<file path="config.mk">
export PLATFORM = sky130hd
export DESIGN_NAME = display_scan_controller
export DESIGN_NICKNAME = d
export VERILOG_FILES = /design/src/rtl/disp_pkg.sv /design/src/rtl/seg_refresh_timer.sv /design/src/rtl/display_scan_controller.sv
export SDC_FILE = /design/constraint.sdc
export NUM_CORES = 1
export LEC_CHECK = 0
export ABC_AREA = 1
export ABC_CLOCK_PERIOD_IN_PS = 4350
export CORE_UTILIZATION = 45
export DETAILED_ROUTE_END_ITERATION = 12
export MAX_ROUTING_LAYER = met4
export SYNTH_ARGS = -nofsm -noshare
export SYNTH_HDL_FRONTEND = slang
export SYNTH_SLANG_ARGS = --single-unit
</file>
<file path="constraint.sdc">
create_clock -name clk -period 4.35 [get_ports clk]
set_clock_uncertainty 0.05 [all_clocks]
set_input_delay 1.0875 -clock clk [delete_from_list [all_inputs] [get_ports clk]]
set_output_delay 1.0875 -clock clk [all_outputs]
set_load 0.005 [all_outputs]
</file>
<file path="src/rtl/disp_pkg.sv">
// Shared types and helpers for the four-digit game display.
// Contents:
//   - Field widths for totals, state code, BCD digits, digit index and segments.
//   - disp_state_t: game phase code driven by the game FSM.
//   - disp_mode_t: what the scanner shows (idle dashes, totals, hidden dealer, result).
//   - glyph_t and SEG_* constants: active-low {g,f,e,d,c,b,a} patterns.
//   - to_bcd(), glyph(), digit_glyph(), tens_glyph() and mode_of().
// Build option: DISP_LEADING_ZERO_BLANK_EN blanks a zero tens digit inside tens_glyph().
package disp_pkg;

  localparam int unsigned TOTAL_W    = 5;
  localparam int unsigned STATE_W    = 3;
  localparam int unsigned BCD_W      = 4;
  localparam int unsigned DIGIT_W    = 2;
  localparam int unsigned NUM_DIGITS = 4;
  localparam int unsigned SEG_W      = 7;
  localparam int unsigned GLYPH_W    = 5;

  typedef enum logic [STATE_W-1:0] {
    S_IDLE        = 3'd0,
    S_DEAL        = 3'd1,
    S_PLAYER_TURN = 3'd2,
    S_DEALER_TURN = 3'd3,
    S_PLAYER_WIN  = 3'd4,
    S_DEALER_WIN  = 3'd5,
    S_PUSH        = 3'd6
  } disp_state_t;

  typedef enum logic [1:0] {
    M_IDLE   = 2'd0,
    M_TOTALS = 2'd1,
    M_HIDDEN = 2'd2,
    M_RESULT = 2'd3
  } disp_mode_t;

  // Digit glyphs share their numeric value so a BCD digit maps directly.
  typedef enum logic [GLYPH_W-1:0] {
    G_0     = 5'd0,
    G_1     = 5'd1,
    G_2     = 5'd2,
    G_3     = 5'd3,
    G_4     = 5'd4,
    G_5     = 5'd5,
    G_6     = 5'd6,
    G_7     = 5'd7,
    G_8     = 5'd8,
    G_9     = 5'd9,
    G_P     = 5'd10,
    G_D     = 5'd11,
    G_U     = 5'd12,
    G_S     = 5'd13,
    G_H     = 5'd14,
    G_DASH  = 5'd15,
    G_BLANK = 5'd16
  } glyph_t;

  // Snapshot of the game FSM outputs taken at a frame boundary.
  typedef struct packed {
    logic [TOTAL_W-1:0] dealer;
    logic [TOTAL_W-1:0] player;
    logic [STATE_W-1:0] state;
  } disp_snap_t;

  typedef struct packed {
    logic [BCD_W-1:0] tens;
    logic [BCD_W-1:0] ones;
  } bcd_t;

  // Active-low segment patterns, bit order {g,f,e,d,c,b,a}.
  localparam logic [SEG_W-1:0] SEG_0     = 7'h40;
  localparam logic [SEG_W-1:0] SEG_1     = 7'h79;
  localparam logic [SEG_W-1:0] SEG_2     = 7'h24;
  localparam logic [SEG_W-1:0] SEG_3     = 7'h30;
  localparam logic [SEG_W-1:0] SEG_4     = 7'h19;
  localparam logic [SEG_W-1:0] SEG_5     = 7'h12;
  localparam logic [SEG_W-1:0] SEG_6     = 7'h02;
  localparam logic [SEG_W-1:0] SEG_7     = 7'h78;
  localparam logic [SEG_W-1:0] SEG_8     = 7'h00;
  localparam logic [SEG_W-1:0] SEG_9     = 7'h10;
  localparam logic [SEG_W-1:0] SEG_P     = 7'h0C;
  localparam logic [SEG_W-1:0] SEG_D     = 7'h21;
  localparam logic [SEG_W-1:0] SEG_U     = 7'h41;
  localparam logic [SEG_W-1:0] SEG_S     = 7'h12;
  localparam logic [SEG_W-1:0] SEG_H     = 7'h09;
  localparam logic [SEG_W-1:0] SEG_DASH  = 7'h3F;
  localparam logic [SEG_W-1:0] SEG_BLANK = 7'h7F;

  // Totals never exceed 31, so a compare ladder replaces a divider.
  function automatic bcd_t to_bcd(input logic [TOTAL_W-1:0] total);
    bcd_t               r;
    logic [TOTAL_W-1:0] base;
    if (total >= 5'd30) begin
      r.tens = 4'd3;
      base   = 5'd30;
    end else if (total >= 5'd20) begin
      r.tens = 4'd2;
      base   = 5'd20;
    end else if (total >= 5'd10) begin
      r.tens = 4'd1;
      base   = 5'd10;
    end else begin
      r.tens = 4'd0;
      base   = 5'd0;
    end
    r.ones = BCD_W'(total - base);
    return r;
  endfunction

  function automatic logic [SEG_W-1:0] glyph(input glyph_t g);
    logic [SEG_W-1:0] s;
    case (g)
      G_0:     s = SEG_0;
      G_1:     s = SEG_1;
      G_2:     s = SEG_2;
      G_3:     s = SEG_3;
      G_4:     s = SEG_4;
      G_5:     s = SEG_5;
      G_6:     s = SEG_6;
      G_7:     s = SEG_7;
      G_8:     s = SEG_8;
      G_9:     s = SEG_9;
      G_P:     s = SEG_P;
      G_D:     s = SEG_D;
      G_U:     s = SEG_U;
      G_S:     s = SEG_S;
      G_H:     s = SEG_H;
      G_DASH:  s = SEG_DASH;
      default: s = SEG_BLANK;
    endcase
    return s;
  endfunction

  function automatic glyph_t digit_glyph(input logic [BCD_W-1:0] d);
    return glyph_t'(GLYPH_W'(d));
  endfunction

  function automatic glyph_t tens_glyph(input logic [BCD_W-1:0] d);
    glyph_t g;
`ifdef DISP_LEADING_ZERO_BLANK_EN
    g = (d == '0) ? G_BLANK : digit_glyph(d);
`else
    g = digit_glyph(d);
`endif
    return g;
  endfunction

  // Unlisted state codes fall back to the idle dashes.
  function automatic disp_mode_t mode_of(input logic [STATE_W-1:0] code);
    disp_mode_t m;
    case (code)
      S_DEAL, S_DEALER_TURN:            m = M_TOTALS;
      S_PLAYER_TURN:                    m = M_HIDDEN;
      S_PLAYER_WIN, S_DEALER_WIN, S_PUSH: m = M_RESULT;
      default:                          m = M_IDLE;
    endcase
    return m;
  endfunction

endpackage

</file>
<file path="src/rtl/seg_refresh_timer.sv">
// Refresh divider and digit scan index for the multiplexed display.
// Ports:
//   clk_i, reset_i   clock and asynchronous active-high reset
//   tick_c_o         high on the last cycle of each digit slot
//   digit_o          current digit index; steps 3,2,1,0 on each tick
//   frame_end_c_o    tick while the index is 0 (the 0 -> 3 wrap)
// The index resets to 0, so the very first tick is a frame boundary and
// scanning begins at digit 3.
module seg_refresh_timer
  import disp_pkg::*;
#(
  parameter int unsigned REFRESH_DIV = 50000
) (
  input  logic               clk_i,
  input  logic               reset_i,
  output logic               tick_c_o,
  output logic [DIGIT_W-1:0] digit_o,
  output logic               frame_end_c_o
);

  localparam int unsigned CNT_W = $clog2(REFRESH_DIV);

  logic [CNT_W-1:0]   cnt_q, cnt_d;
  logic [DIGIT_W-1:0] digit_q, digit_d;

  // Divider wrap and index step.
  always_comb begin
    tick_c_o      = (cnt_q == CNT_W'(REFRESH_DIV - 1));
    frame_end_c_o = tick_c_o && (digit_q == '0);
    cnt_d         = tick_c_o ? '0 : CNT_W'(cnt_q + 1'b1);
    digit_d       = tick_c_o ? DIGIT_W'(digit_q - 1'b1) : digit_q;
  end

  always_ff @(posedge clk_i or posedge reset_i) begin
    if (reset_i) begin
      cnt_q   <= '0;
      digit_q <= '0;
    end else begin
      cnt_q   <= cnt_d;
      digit_q <= digit_d;
    end
  end

  assign digit_o = digit_q;

endmodule

</file>
<file path="src/rtl/display_scan_controller.sv">
// Four-digit multiplexed 7-segment scanner for the game display.
// Snapshots dealer total, player total and game phase at frame boundaries
// (after a load request), picks the display mode from the snapshot and
// drives one digit per refresh slot.
// Ports:
//   clk, reset                 clock, asynchronous active-high reset
//   dealer_total, player_total hand values 0..31
//   state_code                 game phase (disp_state_t encoding)
//   load / load_ack            snapshot request / one-cycle snapshot pulse
//   an_n                       digit enables, active low, bit3 = leftmost
//   seg_n                      segments {g,f,e,d,c,b,a}, active low
//   dp_n                       decimal point, active low (dealer/player separator)
// Build option: DISP_LEADING_ZERO_BLANK_EN blanks a zero tens digit.
module display_scan_controller
  import disp_pkg::*;
#(
  parameter int unsigned REFRESH_DIV = 50000,
  parameter int unsigned MSG_FRAMES  = 100
) (
  input  logic                  clk,
  input  logic                  reset,
  input  logic [TOTAL_W-1:0]    dealer_total,
  input  logic [TOTAL_W-1:0]    player_total,
  input  logic [STATE_W-1:0]    state_code,
  input  logic                  load,
  output logic                  load_ack,
  output logic [NUM_DIGITS-1:0] an_n,
  output logic [SEG_W-1:0]      seg_n,
  output logic                  dp_n
);

  localparam int unsigned FRM_W = (MSG_FRAMES > 1) ? $clog2(MSG_FRAMES) : 1;

  logic               tick;
  logic               frame_end;
  logic [DIGIT_W-1:0] digit;
  logic [DIGIT_W-1:0] digit_nxt;
  logic               take;

  logic                  pending_q, pending_d;
  disp_snap_t            snap_q, snap_d;
  disp_mode_t            mode_q, mode_d;
  logic [FRM_W-1:0]      frame_cnt_q, frame_cnt_d;
  logic                  show_totals_q, show_totals_d;
  logic [NUM_DIGITS-1:0] an_q, an_d;
  logic [SEG_W-1:0]      seg_q, seg_d;
  logic                  dp_q, dp_d;
  logic                  ack_q, ack_d;

  bcd_t   dealer_bcd;
  bcd_t   player_bcd;
  bcd_t   tot_bcd;
  glyph_t tot_glyph;
  glyph_t msg_glyph;
  glyph_t sel_glyph;
  logic   sep;

  seg_refresh_timer #(
    .REFRESH_DIV(REFRESH_DIV)
  ) u_timer (
    .clk_i        (clk),
    .reset_i      (reset),
    .tick_c_o     (tick),
    .digit_o      (digit),
    .frame_end_c_o(frame_end)
  );

  // Load handshake, mode selection and per-slot output decode.
  always_comb begin
    pending_d     = pending_q;
    snap_d        = snap_q;
    mode_d        = mode_q;
    frame_cnt_d   = frame_cnt_q;
    show_totals_d = show_totals_q;
    an_d          = an_q;
    seg_d         = seg_q;
    dp_d          = dp_q;

    digit_nxt = DIGIT_W'(digit - 1'b1);

    // A load on the boundary cycle itself joins that boundary's snapshot.
    take      = frame_end && (pending_q || load);
    ack_d     = take;
    pending_d = take ? 1'b0 : (pending_q || load);
    if (take) begin
      snap_d = '{dealer: dealer_total, player: player_total, state: state_code};
    end

    // Mode and result alternation only move at frame boundaries.
    if (frame_end) begin
      mode_d = mode_of(snap_d.state);
      if (mode_d == M_RESULT) begin
        if (mode_q != M_RESULT) begin
          frame_cnt_d   = '0;
          show_totals_d = 1'b0;
        end else if (frame_cnt_q == FRM_W'(MSG_FRAMES - 1)) begin
          frame_cnt_d   = '0;
          show_totals_d = !show_totals_q;
        end else begin
          frame_cnt_d = FRM_W'(frame_cnt_q + 1'b1);
        end
      end
    end

    // Digits 3:2 carry the dealer total, 1:0 the player total; odd index is tens.
    dealer_bcd = to_bcd(snap_d.dealer);
    player_bcd = to_bcd(snap_d.player);
    tot_bcd    = digit_nxt[1] ? dealer_bcd : player_bcd;
    tot_glyph  = digit_nxt[0] ? tens_glyph(tot_bcd.tens) : digit_glyph(tot_bcd.ones);

    msg_glyph = G_DASH;
    case (snap_d.state)
      S_PLAYER_WIN: msg_glyph = (digit_nxt == 2'd3) ? G_P : G_DASH;
      S_DEALER_WIN: msg_glyph = (digit_nxt == 2'd3) ? G_D : G_DASH;
      S_PUSH: begin
        case (digit_nxt)
          2'd3:    msg_glyph = G_P;
          2'd2:    msg_glyph = G_U;
          2'd1:    msg_glyph = G_S;
          default: msg_glyph = G_H;
        endcase
      end
      default: msg_glyph = G_DASH;
    endcase

    sel_glyph = G_DASH;
    sep       = 1'b0;
    case (mode_d)
      M_TOTALS: begin
        sel_glyph = tot_glyph;
        sep       = 1'b1;
      end
      M_HIDDEN: begin
        sel_glyph = digit_nxt[1] ? G_DASH : tot_glyph;
        sep       = 1'b1;
      end
      M_RESULT: begin
        sel_glyph = show_totals_d ? tot_glyph : msg_glyph;
        sep       = show_totals_d;
      end
      default: begin
        sel_glyph = G_DASH;
        sep       = 1'b0;
      end
    endcase

    // Outputs hold between ticks and show the incoming digit after each tick.
    if (tick) begin
      an_d  = ~(NUM_DIGITS'(1) << digit_nxt);
      seg_d = glyph(sel_glyph);
      dp_d  = !(sep && (digit_nxt == 2'd2));
    end
  end

  always_ff @(posedge clk or posedge reset) begin
    if (reset) begin
      pending_q     <= 1'b0;
      snap_q        <= '0;
      mode_q        <= M_IDLE;
      frame_cnt_q   <= '0;
      show_totals_q <= 1'b0;
      an_q          <= '1;
      seg_q         <= SEG_BLANK;
      dp_q          <= 1'b1;
      ack_q         <= 1'b0;
    end else begin
      pending_q     <= pending_d;
      snap_q        <= snap_d;
      mode_q        <= mode_d;
      frame_cnt_q   <= frame_cnt_d;
      show_totals_q <= show_totals_d;
      an_q          <= an_d;
      seg_q         <= seg_d;
      dp_q          <= dp_d;
      ack_q         <= ack_d;
    end
  end

  assign load_ack = ack_q;
  assign an_n     = an_q;
  assign seg_n    = seg_q;
  assign dp_n     = dp_q;

endmodule

</file>
== Yosys cells after proc, flatten, opt, wreduce, memory -nomap -nowiden ==
Memory sizes are Yosys's and may differ from the RTL's. A register that Yosys moved wholly into a read port is not among the register bits.
Index checks and enable logic that the tools add are counted.
Widths: inputs -> output; s select.
Storage, ports and cells
  flip-flop bits (word level): 48
  ROM bits: 112
  input bits: 16
  output and inout bits: 13
  memories: 1
Cells by class
  $add $sub $neg: 5
  order comparisons: 6
  equality and inequality tests: 16
  shift operators: 1
  multiplexer cells: 34
  bitwise operators: 1
  reductions and logical operators: 11
Memory list
  (name not given): words 16, bits a word 7, read ports 1, clocked after Yosys merged registers in 1, wr ports 0, RTL line disp_pkg.sv:111  | case (g)
Operator list (number)
  $mux 4: 8
  $ge 5x5->1 const B: 4
  $pmux 3 s3: 2
  $add 16x1->16 const B: 1
  $eq 16x16->1 const B: 1
  $mux 16: 1
  $pmux 5 s3: 1
  $mux 7: 2
  $mux 13: 1
  $mux 2: 6
  $eq 2x2->1 const B: 5
  $ge 5x4->1 const B: 2
  $eq 3x3->1 const B: 3
  $mux 8: 1
  $sub 4x4->4: 2
  $add 7x1->7 const B: 1
  $eq 7x7->1 const B: 1
  $mux 1: 7
  $eq 3x2->1 const B: 2
  $mux 3: 2
  $pmux 2 s3: 1
  $mux 5: 1
  $eq 2x1->1 const B: 2
  $not 4->4: 1
  12 further kinds: 16

== Longest topological paths before layout ==
  word-level depth: 14
  depth in mapped cells: 27
  gate-level depth less buffers: 26

== Modules after synthesis ==
A second synthesis with hierarchy kept.
Unflattened totals
  cell total of the unflattened synthesis: 485
  area total of the unflattened synthesis: 3709.8 sq um
Modules (own cells, without submodules)
  display_scan_controller: times used 1, cells an instance 351, area each 2683.8 sq um
  seg_refresh_timer: times used 1, cells an instance 134, area each 1026.0 sq um

== Least setup slack after synthesis ==
Ideal clock, no wire load.
  path type: input to register
  start: input port load
  end: register seg_q[0], in the netlist seg_n[0]
  library setup time: 75 ps
  data arrival time: 3882 ps
  data required time: 4225 ps
  path slack: 343 ps
  cell stages on the path: 23
  path buffers: 1
  path through: nor2_1 -> inv_1 -> nand4_4 -> buf_2 -> nand2_1 -> nand2_2 -> nand2_2 -> nand2_1 -> nand2_2 -> nand2_1 -> ha_1 -> fa_1 -> nand2_1 -> nand3_1 -> nor2_1 -> a311oi_1 -> nand3_4 -> nand2_2 -> nand2_1 -> nand2_1 -> nand2_1 -> nor2_1 -> nor2_1
RTL lines
  start: declaration: RTL line display_scan_controller.sv:25  | input logic load,
  end: declaration: RTL line display_scan_controller.sv:46  | logic [SEG_W-1:0] seg_q, seg_d;

==> results_dict.tcl <==
set metrics [dict create \
    status "finished clean" \
    hold_class "reg2reg" \
    cp-start-kind "primary input" \
    synthFlopType "dfrtp_1" \
    worstPathMaxFanout 12 \
    drive_gt1_share_pct 23.99 \
    finalSetupViolCount 0 \
    drt-initial-drc-count 137 \
    fmax_ghz 0.2447 \
    ios 29 \
    portBuffers 28 \
    post-route-min-period_ns 4.087 \
    synth.avg_cell_area_um2 7.885 \
    grt_pass1_wl_um 14370 \
    initial_core_util_pct 47.29 \
    first_pass_iters 4 \
    critPathTopFamily "simple AND/OR/NAND/NOR gates" \
    core_area_um2 7888 \
    synthCells 473 \
    async_flop_share_pct 100.0 \
    end_kind "flop" \
    die_w_um 93.04 \
    grt_util_all_layers_pct 21.39 \
    synth_top_family_by_area "simple AND/OR/NAND/NOR gates" \
    synth-compound-area-share_pct 9.326 \
    path_clk_slew_ns 0.11 \
    htree_num_levels 2 \
    crit_buf_inv 5 \
    synth_fp_nets 509 \
    clk_path_buf_depth 2 \
    synth_area_um2 3730 \
    synth_adder_area_share_pct 7.112 \
    stdcell_count 648 \
    crit_type "in2reg" \
    pwr-share-seq_pct 59.4 \
    hold_slack_ns 0.4149 \
    clock-sinks 55 \
    clock_latency_ns 0.32 \
    cts_buffers 5 \
    antenna_found_initial 0 \
    cp_common_cell "nand2_1" \
    hpwl_um 6275 \
    synth.largest_area_cell "dfrtp_1" \
    synth_top_area_share_pct 28.85 \
    setup_total_negative_slack_ns 0 \
    row_count 32 \
    layout-area-overhead-vs-synth_pct 21.70 \
    powerDensity_nw_per_um2 189.7 \
    drc 0 \
    drt-vias-per-instance 4.960 \
    wl_um 8339 \
    critPathArrivalTime_ns 4.29 \
    p_clk_share_pct 37.5 \
    die_y_um 93.04 \
    wl_per_cell_um 12.87 \
    drv_cap 0 \
    synth-seq-cells 55 \
    finalHoldViolations 0 \
    p_switching_w 0.0001866 \
    synth_xor_area_share_pct 0.4696 \
    internal_power_w 0.0006744 \
    required_ns 4.55 \
    yosys.area_share.simple_pct 36.23 \
    post-route-util_pct 57.55 \
    drtAntennaViolNets 0 \
    place_inst 638 \
    die-area_um2 8656 \
    slew_headroom_pct 63.37 \
    ir_worst_vdd_mv 0.1065 \
    ys_seq_area_share_pct 37.30 \
    grt_max_degree 27 \
    antenna_cells 0 \
    synth_cell_types 45 \
    period_share_pct 93.95 \
    cts_tree "built" \
    grt_pass1_vias 3194 \
    final_nets 581 \
    cpPeakStageDelay_ns 0.48 \
    yosys_warnings 0 \
    cts_root_buf "clkbuf_8" \
    p_total_w 0.0008610 \
    cts_hold_buf 0 \
    synth_edf_count 0 \
    rsz0062_at_grt "false" \
    switching_share_pct 21.67 \
    grt-ovfl-total 0 \
    synthTopCellsByArea "dfrtp_1 29%, nand2_1 11%, dfstp_2 8.5%" \
    pwr-share-comb_pct 3.1 \
    slowest_stage "fa_1" \
    p_leak_nw 2.238 \
    worst_pin_slew_ns 0.5487 \
    vias 3214 \
    synthMuxAreaShare_pct 0 \
    gp_routability_congestion 0.9347 \
    drv_slew 0 \
]
==> metrics by stage <==
stage | worst slack [ns] | cell area (um2)
6_report | 0.2631 | 4539
5_1_grt | 0.01530 | 4539
4_1_cts | 0.2174 | 4514
3_5_place_dp | -0.1014 | 4410
3_3_place_gp | -0.07191 | 4410
2_1_floorplan | 0.3425 | 3730
==> synth_stat cells, drive strengths merged (2+ instances only) <==
library cell	instances
nand2	132
inv	76
nor2	46
dfrtp	43
nand3	43
o21ai	28
a21oi	22
ha	18
dfstp	12
nand4	12
nor3	9
buf	6
nor3b	3
o21a	3
a31oi	2
clkbuf	2
clkinv	2
fa	2
nor4	2
o211ai	2
xor2	2
==> what timing repair did <==
action,in CTS,in global routing
endpoints found under the setup margin,0,5
hold endpoints to repair,0,0
gates resized for setup,0,2
buffers inserted,0,1
==> flip-flops by register name (all words and copies together), names as in the netlist <==
name	flops
an_n	4
dp_n	1
frame_cnt_q	7
load_ack	1
mode_q	2
pending_q	1
seg_n	7
show_totals_q	1
snap_q	13
u_timer.cnt_q	16
u_timer.digit_o	2
==> placed cells by master, fill, tap and decap left out, drive strengths merged, types with 12 or more instances in the layout <==
cell             n
nand2          132
inv             77
nor2            46
buf             44
dfrtp           43
nand3           43
clkdlybuf4s50   28
o21ai           28
a21oi           22
ha              18
nand4           13
dfstp           12
==> worst reg2reg max path, cell delays in order (launching register included) <==
cell and delay (ns):
dfrtp_1 0.50, inv_1 0.26, ha_1 0.38, buf_4 0.24, nand4_2 0.17, nand2_4 0.14, inv_2 0.05, nand2_2 0.05
nand2_1 0.05, nand2_2 0.07, nand2_1 0.05, ha_1 0.19, fa_1 0.48, nand2_1 0.07, nand3_1 0.12, nor2_1 0.05
a311oi_1 0.22, buf_4 0.19, nand3_4 0.13, nand2_2 0.10, nand2_1 0.05, nand2_1 0.05, nand2_1 0.04, nor2_1 0.09
nor2_1 0.04
==> worst paths after layout <==
check	end	depth (start not counted)	slack [ns]	startpoint
min in group asynchronous	snap_q[0]	2	1.07	reset
worst max register to register	seg_n[0]	24	0.46	u_timer.digit_o[0]
worst min-delay path	u_timer.cnt_q[0]	1	0.41	u_timer.cnt_q[0]
worst max-delay path	seg_n[0]	25	0.26	load
max in group asynchronous	dp_n	3	2.45	reset
worst min register to register	u_timer.cnt_q[0]	1	0.41	u_timer.cnt_q[0]
==> final cells by class <==
cell class	count	area [um2]
tap	102	127.6
sequential	55	1391
multi-input combinational	333	1999
clock buffer	7	97.59
inverter	78	294.0
fill	738	3348
timing repair buffer	72	623.1
clock inverter	1	6.256
==> power by group through the flow <==
stage / Combinational [W] / Sequential [W] / Clock, W
floorplan: 0.00000794 / 0.000521 / 0
global placement: 0.0000276 / 0.000521 / 0
detailed placement: 0.0000277 / 0.000521 / 0
CTS: 0.0000279 / 0.000512 / 0.000337
global route: 0.0000305 / 0.000512 / 0.000354
finish: 0.0000267 / 0.000512 / 0.000323
==> cell families after synthesis <==
kind of cell,Yosys count
buffers and inverters,86
adder cells (fa/ha/maj),20
AND/OR/NAND/NOR,249
AO/OA/AOI/OAI,61
flip-flops,55
XOR/XNOR,2
==> metal layers <==
metal	vias up	share of wire (%)	track usage, %
met1	1503	47	28.05
met3	9	3.0	2.520
met2	39	49	35.60
met5	-	0	-
li1	1663	-	-
met4	0	1.3	4.872
(Power assumes the default switching activity.)
